`src/rtl/vga_timing_gen.sv`:
```
`default_nettype none
// +----------------------------------------------------------------------------+
// | vga_timing_gen : parametrised VGA raster counters, syncs and frame ticks   |
// | Revision 1.0                                                               |
// +----------------------------------------------------------------------------+
module vga_timing_gen #(
   parameter int H_VISIBLE = 640,
   parameter int H_FRONT   = 16,
   parameter int H_SYNC    = 96,
   parameter int H_BACK    = 48,
   parameter int V_VISIBLE = 480,
   parameter int V_FRONT   = 10,
   parameter int V_SYNC    = 2,
   parameter int V_BACK    = 33,
   parameter int CLK_DIV   = 1,
   parameter int HSYNC_POL = 0,
   parameter int VSYNC_POL = 0,
   parameter int COORD_W   = 11,
   parameter int FRAME_W   = 16
) (
   input  logic               Clock,
   input  logic               Reset,
   output logic               oPixelEn,
   output logic               oVideoOn,
   output logic [COORD_W-1:0] oColCurrent,
   output logic [COORD_W-1:0] oRowCurrent,
   output logic               oVgaHsync,
   output logic               oVgaVsync,
   output logic               oLineStart,
   output logic               oFrameStart,
   output logic [FRAME_W-1:0] oFrameCount
);

   localparam int c_H_TOTAL = H_VISIBLE + H_FRONT + H_SYNC + H_BACK;
   localparam int c_V_TOTAL = V_VISIBLE + V_FRONT + V_SYNC + V_BACK;
   localparam int c_DIV_W   = (CLK_DIV > 1) ? $clog2(CLK_DIV) : 1;

   localparam logic [c_DIV_W-1:0] c_DIV_LAST  = c_DIV_W'(CLK_DIV - 1);
   localparam logic [COORD_W-1:0] c_H_LAST    = COORD_W'(c_H_TOTAL - 1);
   localparam logic [COORD_W-1:0] c_V_LAST    = COORD_W'(c_V_TOTAL - 1);
   localparam logic [COORD_W-1:0] c_H_VIS     = COORD_W'(H_VISIBLE);
   localparam logic [COORD_W-1:0] c_V_VIS     = COORD_W'(V_VISIBLE);
   localparam logic [COORD_W-1:0] c_HS_FIRST  = COORD_W'(H_VISIBLE + H_FRONT);
   localparam logic [COORD_W-1:0] c_HS_LAST   = COORD_W'(H_VISIBLE + H_FRONT + H_SYNC - 1);
   localparam logic [COORD_W-1:0] c_VS_FIRST  = COORD_W'(V_VISIBLE + V_FRONT);
   localparam logic [COORD_W-1:0] c_VS_LAST   = COORD_W'(V_VISIBLE + V_FRONT + V_SYNC - 1);
   localparam logic               c_HS_ACT    = (HSYNC_POL != 0);
   localparam logic               c_VS_ACT    = (VSYNC_POL != 0);

   if (CLK_DIV < 1) begin : g_bad_clk_div
      $error("vga_timing_gen: CLK_DIV must be at least 1");
   end
   if (((c_H_TOTAL - 1) >> COORD_W) != 0 || ((c_V_TOTAL - 1) >> COORD_W) != 0) begin : g_bad_coord_w
      $error("vga_timing_gen: COORD_W too narrow for the raster totals");
   end

   logic               run_q;
   logic [c_DIV_W-1:0] div_q,   div_d;
   logic [COORD_W-1:0] col_q,   col_d;
   logic [COORD_W-1:0] row_q,   row_d;
   logic [FRAME_W-1:0] frame_q, frame_d;
   logic               pix_q,   pix_d;
   logic               von_q,   von_d;
   logic               hs_q,    hs_d;
   logic               vs_q,    vs_d;
   logic               ls_q,    ls_d;
   logic               fs_q,    fs_d;

   // The first clock out of reset presents (0,0) without advancing, so that
   // the frame counter only counts frames completed by wrapping.
   always_comb begin
      div_d   = '0;
      col_d   = '0;
      row_d   = '0;
      frame_d = frame_q;
      pix_d   = 1'b1;
      if (run_q) begin
         pix_d = (div_q == c_DIV_LAST);
         div_d = pix_d ? '0 : div_q + c_DIV_W'(1);
         col_d = col_q;
         row_d = row_q;
         if (pix_d) begin
            if (col_q == c_H_LAST) begin
               col_d = '0;
               if (row_q == c_V_LAST) begin
                  row_d   = '0;
                  frame_d = frame_q + FRAME_W'(1);
               end else begin
                  row_d = row_q + COORD_W'(1);
               end
            end else begin
               col_d = col_q + COORD_W'(1);
            end
         end
      end
      // Decode from the next-state position so flags line up with coordinates.
      von_d = (col_d < c_H_VIS) && (row_d < c_V_VIS);
      hs_d  = ((col_d >= c_HS_FIRST) && (col_d <= c_HS_LAST)) ? c_HS_ACT : ~c_HS_ACT;
      vs_d  = ((row_d >= c_VS_FIRST) && (row_d <= c_VS_LAST)) ? c_VS_ACT : ~c_VS_ACT;
      ls_d  = pix_d && (col_d == '0);
      fs_d  = ls_d && (row_d == '0);
   end

   always_ff @(posedge Clock) begin
      if (Reset) begin
         run_q   <= 1'b0;
         div_q   <= '0;
         col_q   <= '0;
         row_q   <= '0;
         frame_q <= '0;
         pix_q   <= 1'b0;
         von_q   <= 1'b0;
         hs_q    <= ~c_HS_ACT;
         vs_q    <= ~c_VS_ACT;
         ls_q    <= 1'b0;
         fs_q    <= 1'b0;
      end else begin
         run_q   <= 1'b1;
         div_q   <= div_d;
         col_q   <= col_d;
         row_q   <= row_d;
         frame_q <= frame_d;
         pix_q   <= pix_d;
         von_q   <= von_d;
         hs_q    <= hs_d;
         vs_q    <= vs_d;
         ls_q    <= ls_d;
         fs_q    <= fs_d;
      end
   end

   assign oPixelEn    = pix_q;
   assign oVideoOn    = von_q;
   assign oColCurrent = col_q;
   assign oRowCurrent = row_q;
   assign oVgaHsync   = hs_q;
   assign oVgaVsync   = vs_q;
   assign oLineStart  = ls_q;
   assign oFrameStart = fs_q;
   assign oFrameCount = frame_q;

endmodule
`default_nettype wire

```
`config.mk`:
```
export PLATFORM = sky130hd
export DESIGN_NAME = vga_timing_gen
export DESIGN_NICKNAME = d
export VERILOG_FILES = /design/src/rtl/vga_timing_gen.sv
export SDC_FILE = /design/constraint.sdc
export NUM_CORES = 1
export LEC_CHECK = 0
export BUFFER_PORTS_ARGS = -buffer_cell sky130_fd_sc_hd__buf_2
export CAP_MARGIN = 20
export CORE_ASPECT_RATIO = 0.5
export CORE_MARGIN = 2
export CORE_UTILIZATION = 55
export DETAILED_ROUTE_END_ITERATION = 12
export PLACE_DENSITY = 0.78
export SLEW_MARGIN = 20
export SYNTH_ARGS = -nofsm -noshare
export SYNTH_HDL_FRONTEND = slang
export SYNTH_SLANG_ARGS = --single-unit
```
`constraint.sdc`:
```
create_clock -name Clock -period 3.33 [get_ports Clock]
set_clock_uncertainty 0.15 [all_clocks]
set_input_delay 0.4995 -clock Clock [delete_from_list [all_inputs] [get_ports Clock]]
set_output_delay 0.4995 -clock Clock [all_outputs]
set_load 0.02 [all_outputs]
```
# Word level (Yosys, flattened, before mapping)

Index checks and enable logic that the tools add are counted.
W data, S select, Z words.

Bits in registers: 46
Latch bits: 0
Memory bits (writable): 0
Memory bits (read-only): 0
Input bits: 2
Logic and storage cells: 45
Memories: 0

Add/sub/neg operators: 4
Multipliers: 0
Div/mod/pow operators: 0
Magnitude comparators: 6
Equality and inequality tests: 2
Shift-type cells: 0
Muxes and demuxes: 11
Bitwise operators: 2
Reductions and logical operators: 9

Operators with widths:

| operator                | count |
|---|---|
| $mux W11                | 7 |
| $add A11 B1 Y11 const B | 2 |
| $eq A11 B10 Y1 const B  | 2 |
| $logic_not A11 Y1       | 2 |
| $add A16 B1 Y16 const B | 1 |
| $ge A11 B10 Y1 const B  | 1 |
| $ge A11 B9 Y1 const B   | 1 |
| $le A11 B10 Y1 const B  | 1 |
| $le A11 B9 Y1 const B   | 1 |
| $lt A11 B10 Y1 const B  | 1 |
| $lt A11 B9 Y1 const B   | 1 |
| $logic_and A1 B1 Y1     | 5 |
| $mux W1                 | 4 |
| $reduce_and A4 Y1       | 1 |
| $reduce_or A3 Y1        | 1 |
| $not A1 Y1              | 2 |
| $add A1 B1 Y1 const B   | 1 |

# Logic depth before layout (Yosys ltp)

Gate-level depths: netlist of run 1.

Depth in word-level cells: 8
Mapped depth: 10
Mapped depth without buffers: 8

# Worst setup path before layout of run 1

No wires, ideal clock.

Path type: register -> register
From: reg row_q[0], in the netlist oRowCurrent[0]
To: reg vs_q, in the netlist oVgaVsync
Data arrival time: 2226 ps
Required time: 3044 ps
Slack: 818 ps
Stages on the path, launching flop included: 11
Buffers on the path: 2
Clock period less this slack: 2512 ps
Cells stage by stage: dfxtp_1 > clkbuf_1 > inv_1 > ha_1 > nor4bb_1 > and3_1 > buf_2 > nor4_1 > o21ai_0 > nor4_1 > nand4_1

Word-level cells in the longest chain between the ends: 8
Elaborated cells on any way between the ends: 10
Classes of those cells: add/sub: 1; order compare: 2; eq/ne: 1; mux: 5; reduce/logical: 1

Ends and longest elaborated chain:

| item                                              | RTL line | RTL |
|---|---|---|
| from (decl)                                       | 60       | `logic [COORD_W-1:0] row_q, row_d;` |
| from (signal assigned)                            | 121      | `row_q <= row_d;` |
| $add A11 B1 Y11 or $eq A11 B10 Y1 (tied branches) | 89, 85   |  |
| $mux W11                                          | 85       | `if (row_q == c_V_LAST) begin` |
| $mux W11                                          | 83       | `if (col_q == c_H_LAST) begin` |
| $mux W11 (*)                                      | 82       | `if (pix_d) begin` |
| $mux W11 (*)                                      | 77       | `if (run_q) begin` |
| $ge A11 B9 Y1 or $le A11 B9 Y1 (tied branches)    | 99       | `vs_d = ((row_d >= c_VS_FIRST) && (row_d <= c_VS_LAST)) ? c_VS_ACT : ~c_VS_ACT;` |
| $logic_and A1 B1 Y1 (*)                           | 99       |  |
| $mux W1 (*)                                       | 99       |  |
| to (signal assigned)                              | 114      | `vs_q <= ~c_VS_ACT;` |
| to (signal assigned)                              | 126      | `vs_q <= vs_d;` |
| to (decl)                                         | 65       | `logic vs_q, vs_d;` |

Mark *: on every way between the ends. The rest lies on a longest branch, timed or not.
A chain may end at the register's enable or synchronous reset.

# Final worst setup path of run 1

From: reg col_q[0], in the netlist oColCurrent[0]
To: reg vs_q, in the netlist oVgaVsync

Word-level cells in the longest chain between the ends: 7
Elaborated cells on any way between the ends: 8
Classes of those cells: order compare: 2; eq/ne: 1; mux: 4; reduce/logical: 1

Ends and longest elaborated chain:

| item                                           | RTL line | RTL |
|---|---|---|
| from (decl)                                    | 59       | `logic [COORD_W-1:0] col_q, col_d;` |
| from (signal assigned)                         | 120      | `col_q <= col_d;` |
| $eq A11 B10 Y1 (*)                             | 83       |  |
| $mux W11 (*)                                   | 83       |  |
| $mux W11 (*)                                   | 82       |  |
| $mux W11 (*)                                   | 77       |  |
| $ge A11 B9 Y1 or $le A11 B9 Y1 (tied branches) | 99       |  |
| $logic_and A1 B1 Y1 (*)                        | 99       |  |
| $mux W1 (*)                                    | 99       |  |

Marks and branches as above.

==> results of run 1 <==
[kinds of logic (layout without fill, tap and decap cells)]
kind of cell / after synthesis / in the layout / synth area share
flops: 46 / 46 / 0.3866
other cells: 1 / 1 / 0.001574
compound gates: 39 / 39 / 0.1113
buf+inv: 18 / 60 / 0.03519
simple gates: 149 / 149 / 0.3403
fa+ha+maj: 4 / 4 / 0.02101
xor+xnor: 26 / 26 / 0.09559
mux: 2 / 2 / 0.008404
[critical path: stages (launching register included)]
cell and delay [ns]:
sky130_fd_sc_hd__dfxtp_1 0.41, sky130_fd_sc_hd__ha_1 0.25, sky130_fd_sc_hd__nor2b_1 0.34, sky130_fd_sc_hd__nand4_1 0.25
sky130_fd_sc_hd__nor4_1 0.47, sky130_fd_sc_hd__o21ai_0 0.18, sky130_fd_sc_hd__nor4_1 0.32, sky130_fd_sc_hd__nand4_1 0.13
[routing by layer]
metal  global-route usage  part of all wire  vias to the layer above
li1                     -                 -                     1101
met1               0.2988              0.47                     1044
met2               0.4225              0.47                       52
met3              0.05710             0.053                        6
met4              0.05164            0.0064                        0
met5                    0                 0                        -
[cells in the mapped netlist (all sizes together) (3+ instances only)]
cell / instances
a21oi: 12
and2: 3
and3: 9
and4: 3
buf: 6
clkbuf: 5
dfxtp: 46
ha: 4
inv: 7
nand2: 26
nand3: 15
nand3b: 3
nand4: 11
nand4b: 4
nor2: 38
nor2b: 3
nor3: 10
nor4: 10
o21ai: 9
or3: 4
xnor2: 18
xor2: 8
[cell usage in the layout, fill, tap and decap left out, types with 2 or more instances in the layout]
master,Yosys,final
sky130_fd_sc_hd__a2111oi_1,2,2
sky130_fd_sc_hd__a21o_1,2,2
sky130_fd_sc_hd__a21oi_1,12,12
sky130_fd_sc_hd__a31oi_1,2,2
sky130_fd_sc_hd__and2_1,3,3
sky130_fd_sc_hd__and3_1,9,9
sky130_fd_sc_hd__and4_1,3,3
sky130_fd_sc_hd__and4b_1,2,2
sky130_fd_sc_hd__buf_2,4,45
sky130_fd_sc_hd__clkbuf_1,5,2
sky130_fd_sc_hd__clkbuf_8,0,5
sky130_fd_sc_hd__dfxtp_1,46,46
sky130_fd_sc_hd__ha_1,4,4
sky130_fd_sc_hd__inv_1,7,7
sky130_fd_sc_hd__mux2i_1,2,2
sky130_fd_sc_hd__nand2_1,26,26
sky130_fd_sc_hd__nand2b_1,2,2
sky130_fd_sc_hd__nand3_1,15,15
sky130_fd_sc_hd__nand3b_1,3,3
sky130_fd_sc_hd__nand4_1,10,10
sky130_fd_sc_hd__nand4b_1,3,3
sky130_fd_sc_hd__nor2_1,38,38
sky130_fd_sc_hd__nor2b_1,3,3
sky130_fd_sc_hd__nor3_1,10,10
sky130_fd_sc_hd__nor4_1,10,10
sky130_fd_sc_hd__nor4b_1,2,2
sky130_fd_sc_hd__o21a_1,2,2
sky130_fd_sc_hd__o21ai_0,9,9
sky130_fd_sc_hd__o311a_1,2,2
sky130_fd_sc_hd__or3_1,4,4
sky130_fd_sc_hd__xnor2_1,18,18
sky130_fd_sc_hd__xor2_1,8,8
[final cells by class]
type	count	share of cell area
Multi-Input combinational cell	221	0.5057
Sequential cell	46	0.3381
Timing Repair Buffer	45	0.08268
Clock buffer	7	0.02802
Tap cell	54	0.02480
Clock inverter	1	0.01102
Inverter	7	0.009646
[per-stage QoR]
| stage | std cells | instance area (sq um) |
|---|---|---|
| floorplan | 285 | 2382 |
| global placement | 373 | 2618 |
| detailed placement | 373 | 2618 |
| CTS | 381 | 2724 |
| global route | 381 | 2724 |
| finish | 381 | 2724 |
[final timing paths]
path         cells after the start  slack, ns                       from                        end
min                              2       0.35  oColCurrent[1]$_SDFF_PP0_  oColCurrent[1]$_SDFF_PP0_
min reg2reg                      2       0.35  oColCurrent[1]$_SDFF_PP0_  oColCurrent[1]$_SDFF_PP0_
max reg2reg                      7       0.70  oColCurrent[0]$_SDFF_PP0_       oVgaVsync$_SDFF_PP1_
max                              7       0.70  oColCurrent[0]$_SDFF_PP0_       oVgaVsync$_SDFF_PP1_
[power groups by stage]
stage	Sequential (mW)	Clock [mW]	Combinational, mW
6_report	0.561	0.398	0.0268
5_1_grt	0.562	0.436	0.0294
4_1_cts	0.561	0.411	0.0270
3_5_place_dp	0.574	0	0.0269
3_3_place_gp	0.573	0	0.0265
2_1_floorplan	0.574	0	0.0179
==> results.yml, run 1 <==
job:
  drv_cap: 0
grt:
  total_grt_usage: 0.2376
  antenna_found_initial: 0
  grt_start_max_net_pins: 25
  first_pass_grt_wire_length_um: 9480
  grt_pass1_vias: 2036
  grt_overflow: 0
die:
  die_area_sq_mm: 0.004906
  chipHeight_um: 50.54
  floorplan_row_count: 16
  die_width_um: 97.08
  initial_utilization: 0.5920
  io-pin-count: 46
  placeableCoreArea_sq_mm: 0.004024
pwr:
  irDropWorstVdd_mv: 0.1948
  sequentialPowerShare: 0.569
  power_switching_mw: 0.1982
  p_int_mw: 0.7878
  clockPowerShare: 0.404
  sw_frac_of_total: 0.2011
  power_total_mw: 0.9860
  power_leakage_nw: 1.099
  combinational_fraction_of_design_power: 0.027
  power.density_mw_per_mm2: 362.0
status:
  outcome: "completed"
detailed_routing:
  drt_iter0_markers: 125
  drtAntennaViolNets: 0
  drt-wirelength-per-cell_um: 14.35
  routed_wirelength_um: 5469
  dr_total_vias: 2203
  drt-pass1-iter-count: 4
  drc: 0
  avgViaCountPerCell: 5.782
clock_network:
  root_buffer: "sky130_fd_sc_hd__clkbuf_8"
  tritoncts_clock_tree: "yes"
  cts_max_path_buffers: 2
  cts_max_level: 2
  post-cts-setup-buffers: 0
  post_cts_resized: 0
  cts_buffers: 5
  cts.reportedPaths.clkPinSlew_ns: 0.08
  cts.sink_count: 46
  hold_buffers: 0
  worst_skew_pair.late_latency_ns: 0.29
timing:
  setup-violations-final: 0
  rsz0062_at_grt: "no"
  final_critical_path_setup_slack_ns: 0.6977
  final.min_clock_period_ns: 2.632
  whs_ns: 0.3531
  final.period_utilization: 0.7905
  max-slew-margin-rel: 0.6119
  final_count_of_hold_timing_violations: 0
  max_freq_ghz: 0.3799
  timing_max_transition_violations_final: 0
  worstMarginPinSlew_ns: 0.5814
  fin_tns_setup_ns: 0
synthesis:
  cell_taking_the_most_area_after_synthesis: "sky130_fd_sc_hd__dfxtp_1"
  synth.area.top_cells: "sky130_fd_sc_hd__dfxtp_1 39%, sky130_fd_sc_hd__xnor2_1 6.6%, sky130_fd_sc_hd__nor2_1 6.0%"
  synth_edf_count: 0
  synth_nets: 291
  synth.avg_cell_area_sq_um: 8.359
  mappedNetlistArea_sq_mm: 0.002382
  synth_top_cell_area_share: 0.3866
  synth-main-ff-cell: "sky130_fd_sc_hd__dfxtp_1"
  synth-seq-area-share: 0.3866
  synth_cell_type_count: 48
  ys.warnings.count: 0
  asyncSetResetFlopFracSynth: 0
  ys_ff_latch: 46
  synthesis.instances: 285
worst_setup_path:
  critical_path_peak_fanout: 6
  cp.required_ns: 3.34
  worstSetupStartpointType: "flip-flop"
  path_class: "reg2reg"
  end_kind: "flip-flop"
  arrival_ns: 2.64
cells_and_area:
  largest_reg_flops: 16
  seq_area_sq_um: 920.9
  final_core_utilization: 0.6769
  multi_input_area_sq_mm: 0.001378
  finalNetCount: 332
  fillerInstances: 359
  area_growth_syn_to_layout_pct: 14.34
  insertedDiodeCount: 0
  layout-drive-gt1-share: 0.1743
placed_design:
  dp_hpwl_um: 3980
  dp_worst_setup_slack_ns: 0.7495
  place_congestion: 0.9389
  port_buffers: 45
hold_path:
  hold_path.class: "reg2reg"
No activity file was read; power rests on OpenSTA's default activity.
==> inputs of run 2 (changes only) <==
- CORE_UTILIZATION: 55 -> 49
- PLACE_DENSITY: 0.78 -> 0.74
- clock period: 3.33 -> 2.2 ns (I/O delays scaled with it)
==> results.yml, run 2 (synthesis gave the netlist of run 1 again) <==
detailed_routing:
  drt-wirelength-per-cell_um: 15.02
  drc: 0
  dr_total_vias: 2520
  drtAntennaViolNets: 0
  routed_wirelength_um: 6804
  avgViaCountPerCell: 5.563
  drt_iter0_markers: 118
  drt-pass1-iter-count: 4
worst_setup_path:
  path_class: "reg2reg"
  worst_path_most_repeated_cell: "sky130_fd_sc_hd__buf_4"
  timing.critical_path.cells: "buf_4 -> and3_1 -> nand3_2 -> buf_4 -> o21a_1 -> o21ai_2 -> buf_4 -> o2111a_1 -> and4b_1"
  critical_path_peak_fanout: 6
  worstPathBufferInverterCount: 3
  critPathMaxStageDelay_ns: 0.48
  worstSetupStartpointType: "flip-flop"
  crit_path_max_delay_family: "simple AND/OR/NAND/NOR gates"
  cpMaxStageDelayCell: "sky130_fd_sc_hd__dfxtp_1"
  arrival_ns: 2.26
  end_kind: "flip-flop"
  cp.required_ns: 2.30
die:
  initial_utilization: 0.5258
  io-pin-count: 46
  floorplan_row_count: 17
  chipHeight_um: 53.31
  die_width_um: 102.6
  die_area_sq_mm: 0.005470
  placeableCoreArea_sq_mm: 0.004531
timing:
  final_critical_path_setup_slack_ns: 0.03283
  rsz0062_at_grt: "yes"
  final.min_clock_period_ns: 2.167
  final_count_of_hold_timing_violations: 0
  setup-violations-final: 0
  max_freq_ghz: 0.4614
  whs_ns: 0.1732
  fin_tns_setup_ns: 0
  timing_max_transition_violations_final: 0
  final.period_utilization: 0.9851
pwr:
  irDropWorstVdd_mv: 0.3079
  power_leakage_nw: 1.406
  power.density_mw_per_mm2: 485.2
  power_total_mw: 1.674
clock_network:
  tritoncts_clock_tree: "yes"
  worst_skew_pair.late_latency_ns: 0.30
  cts_buffers: 5
  cts.reportedPaths.clkPinSlew_ns: 0.09
  cts.sink_count: 46
  hold_buffers: 0
  cts_max_path_buffers: 2
  cts_max_level: 2
  root_buffer: "sky130_fd_sc_hd__clkbuf_8"
grt:
  grt_use_met2: 0.4684
  gr-usage-met1: 0.3119
  grt_start_max_net_pins: 23
  gr_peak_layer: "met2"
  groute.layer.met3.usage: 0.05416
  first_pass_grt_wire_length_um: 10750
  total_grt_usage: 0.2569
  grt_overflow: 0
  grt_pass1_vias: 2362
  antenna_found_initial: 0
placed_design:
  dp_worst_setup_slack_ns: -0.09825
  place_congestion: 1.028
  port_buffers: 45
  dp_hpwl_um: 4997
job:
  drv_cap: 0
cells_and_area:
  area_growth_syn_to_layout_pct: 44.85
  layout.cells.most_common_list: "57 x sky130_fd_sc_hd__buf_4, 45 x sky130_fd_sc_hd__buf_2, 39 x sky130_fd_sc_hd__dfxtp_1"
  insertedDiodeCount: 0
  final_common_cell: "sky130_fd_sc_hd__buf_4"
  fillerInstances: 322
  finalNetCount: 392
  final_core_utilization: 0.7617
  largest_reg_flops: 16
  layout-drive-gt1-share: 0.4057
hold_path:
  hold_path.class: "in2reg"
status:
  outcome: "completed"
run 2: final cells by class:
type	count	area, sq um	area share
clock buffers	6	82.58	0.02393
clock inverters	2	60.06	0.01740
inverters	7	26.28	0.007614
multi-input cells	221	1578	0.4572
flip-flops and latches	46	934.6	0.2708
well taps	66	82.58	0.02393
repair buffers	105	686.9	0.1991
run 2: where the power goes:
group          switching (mW)  leakage [nW]  total [mW]  internal [mW]
Combinational          0.0402         0.957      0.0628         0.0226
Sequential            0.00340         0.377       0.841          0.837
Clock                   0.287        0.0714       0.771          0.484
Total                   0.330          1.41        1.67           1.34
run 2: worst register-to-register path: cells and delay by family, from the launching register on:
| family | cells | cell delay (ns) |
|---|---|---|
| flops | 1 | 0.48 |
| simple gates | 3 | 0.54 |
| compound gates | 3 | 0.49 |
| buf+inv | 3 | 0.47 |
run 2: metrics by stage:
step / std cells / instance area [sq um]
6_report: 453 / 3451
2_1_floorplan: 285 / 2445
5_1_grt: 453 / 3451
3_3_place_gp: 441 / 3100
3_5_place_dp: 441 / 3100
4_1_cts: 450 / 3298
run 2: timing repair:
action,4_1_cts,5_1_grt
setup endpoints to repair,9,10
gates resized for setup,11,28
setup buffers,1,3
pin swaps,2,13
run 2: worst paths after layout:
kind                             startpoint                   endpoint  slack [ns]  depth (start not counted)
setup / recovery  oRowCurrent[4]$_SDFF_PP0_     oFrameStart$_SDFF_PP0_        0.03                          9
hold / removal                        Reset              run_q$_DFF_P_        0.17                          2
setup reg to reg  oRowCurrent[4]$_SDFF_PP0_     oFrameStart$_SDFF_PP0_        0.03                          9
hold reg to reg   oColCurrent[1]$_SDFF_PP0_  oColCurrent[1]$_SDFF_PP0_        0.38                          2
run 2: layer usage:
| layer | share of wire | vias to the layer above |
|---|---|---|
| met4 | 0.015 | 0 |
| met3 | 0.054 | 14 |
| met2 | 0.50 | 72 |
| li1 | - | 1232 |
| met1 | 0.43 | 1202 |
| met5 | 0 | - |
==> inputs of run 3 (changes only) <==
- CORE_MARGIN: 2 -> unset
- clock period: 2.2 -> 1.9 ns (I/O delays scaled with it)
==> results.yml, run 3 (synthesis gave the netlist of run 1 again) <==
placed_design:
  port_buffers: 45
  dpl-instance-area_sq_mm: 0.003332
  place_congestion: 0.9200
  dp_hpwl_um: 5369
grt:
  first_pass_grt_wire_length_um: 12490
  grt_start_max_net_pins: 22
  grt_pass1_vias: 2619
  grt_overflow: 0
  total_grt_usage: 0.3221
  antenna_found_initial: 0
timing:
  final.period_utilization: 1.181
  fin_tns_setup_ns: -3.719
  final.min_clock_period_ns: 2.244
  max_freq_ghz: 0.4456
  final_critical_path_setup_slack_ns: -0.3442
  worstMarginPinSlew_ns: 0.5740
  timing_max_transition_violations_final: 0
  max-slew-margin-rel: 0.6164
  final_count_of_hold_timing_violations: 0
  rsz0062_at_grt: "yes"
  setup-violations-final: 24
worst_setup_path:
  cp.required_ns: 1.93
  critical_path.reg2reg.startpoint: "oRowCurrent[1]$_SDFF_PP0_"
  worstRegToRegCells: 9
  end_kind: "flip-flop"
  critical_path_peak_fanout: 4
  timing.critical_path.to: "oVgaVsync$_SDFF_PP1_"
  arrival_ns: 2.28
  startpoint: "oRowCurrent[1]$_SDFF_PP0_"
  cpMaxStageDelayCell: "sky130_fd_sc_hd__nor4_2"
  r2r_setup_slack_ns: -0.34
  worstSetupStartpointType: "flip-flop"
  crit_path_max_delay_family: "simple AND/OR/NAND/NOR gates"
  path_class: "reg2reg"
  timing.critical_path.cells: "buf_4 -> ha_1 -> and3_1 -> nand3_2 -> nor4_2 -> o21ai_2 -> nor4_2 -> buf_4 -> nand4_1"
  critPathMaxStageDelay_ns: 0.38
  worst_r2r_endpoint: "oVgaVsync$_SDFF_PP1_"
  worstSetupPathDepth: 9
  worstPathBufferInverterCount: 2
detailed_routing:
  wl_met2_um: 4041
  dr_total_vias: 2768
  avgViaCountPerCell: 5.767
  wirelength_met1_um: 3266
  routed_wirelength_um: 8211
  total_met3_wirelength_after_detailed_routing_um: 534
  drt-wirelength-per-cell_um: 17.11
  drt_iter0_markers: 229
  top_layer_used: "met4"
  drt-pass1-iter-count: 5
  drtAntennaViolNets: 0
  drc: 0
cells_and_area:
  final_area_sq_mm: 0.003796
  insertedDiodeCount: 0
  finalNetCount: 419
  final_core_utilization: 0.8379
  final_common_cell: "sky130_fd_sc_hd__buf_4"
  layout.cells.most_common_list: "83 x sky130_fd_sc_hd__buf_4, 45 x sky130_fd_sc_hd__buf_2, 36 x sky130_fd_sc_hd__nor2_1"
  layout-drive-gt1-share: 0.4976
  fillerInstances: 262
  largest_reg_flops: 16
  area_growth_syn_to_layout_pct: 59.35
clock_network:
  worst_skew_pair.late_latency_ns: 0.31
  cts_buffers: 5
  tritoncts_clock_tree: "yes"
  cts_max_level: 2
  root_buffer: "sky130_fd_sc_hd__clkbuf_8"
  hold_buffers: 0
  cts_max_path_buffers: 2
  cts.reportedPaths.clkPinSlew_ns: 0.08
  cts.sink_count: 46
status:
  failed_checks: "setup timing"
  outcome: "finished with violations"
die:
  io-pin-count: 46
  die_width_um: 100.6
  placeableCoreArea_sq_mm: 0.004531
  die_area_sq_mm: 0.005162
  floorplan_row_count: 17
  initial_utilization: 0.5258
  chipHeight_um: 51.31
pwr:
  power_leakage_nw: 1.650
  irDropWorstVdd_mv: 0.3640
  power.density_mw_per_mm2: 503.9
  power_total_mw: 1.913
job:
  drv_cap: 0
hold_path:
  hold_path.class: "in2reg"
## run 3: through the flow
stage | hold WS, ns | std cells | setup slack [ns]
after CTS | 0.1028 | 478 | -0.2590
after floorplan | 0.2041 | 285 | -0.1787
after detailed placement | 0.3634 | 457 | -0.3381
after global routing | 0.1525 | 480 | -0.4761
after global placement | 0.3511 | 457 | -0.2468
final | 0.1447 | 480 | -0.3442
## run 3: metal layers
layer / track usage / vias up
met1: 0.3530 / 1299
met3: 0.07387 / 44
met2: 0.5913 / 140
li1: - / 1285
met5: 0 / -
met4: 0.1715 / 0
## run 3: worst register-to-register path: stages, from the launching register on
cell,delay [ns]
sky130_fd_sc_hd__dfxtp_2,0.35
sky130_fd_sc_hd__buf_4,0.12
sky130_fd_sc_hd__ha_1,0.15
sky130_fd_sc_hd__and3_1,0.23
sky130_fd_sc_hd__nand3_2,0.13
sky130_fd_sc_hd__nor4_2,0.38
sky130_fd_sc_hd__o21ai_2,0.13
sky130_fd_sc_hd__nor4_2,0.23
sky130_fd_sc_hd__buf_4,0.16
sky130_fd_sc_hd__nand4_1,0.09
## run 3: layout make-up
type | count | area, sq um | share of cell area
inverters | 7 | 28.78 | 0.007581
clock buffers | 7 | 107.6 | 0.02835
repair buffers | 131 | 882.1 | 0.2324
multi-input cells | 222 | 1720 | 0.4532
flip-flops and latches | 46 | 944.7 | 0.2488
clock inverters | 1 | 30.03 | 0.007910
well taps | 66 | 82.58 | 0.02175
## run 3: how the worst min path moves through the flow
stage / startpoint / slack [ns] / endpoint / cells after the start
finish: Reset / 0.14 / run_q$_DFF_P_ / 2
global route: Reset / 0.15 / run_q$_DFF_P_ / 2
CTS: Reset / 0.10 / run_q$_DFF_P_ / 2
detailed placement: oFrameCount[15]$_SDFFE_PP0P_ / 0.36 / oFrameCount[15]$_SDFFE_PP0P_ / 2
global placement: oFrameCount[15]$_SDFFE_PP0P_ / 0.35 / oFrameCount[15]$_SDFFE_PP0P_ / 2
floorplan: Reset / 0.20 / oPixelEn$_SDFF_PP0_ / 1
## run 3: timing repair
action	in CTS	in global routing
setup buffers	12	2
hold endpoints to repair	0	0
resized for setup	26	19
gates cloned	1	0
setup endpoints to repair	22	29
pin swaps	18	8
## run 3: report_power, final
group          switching, mW  internal (mW)
logic                 0.0536         0.0322
clock network          0.347          0.508
registers            0.00353          0.968
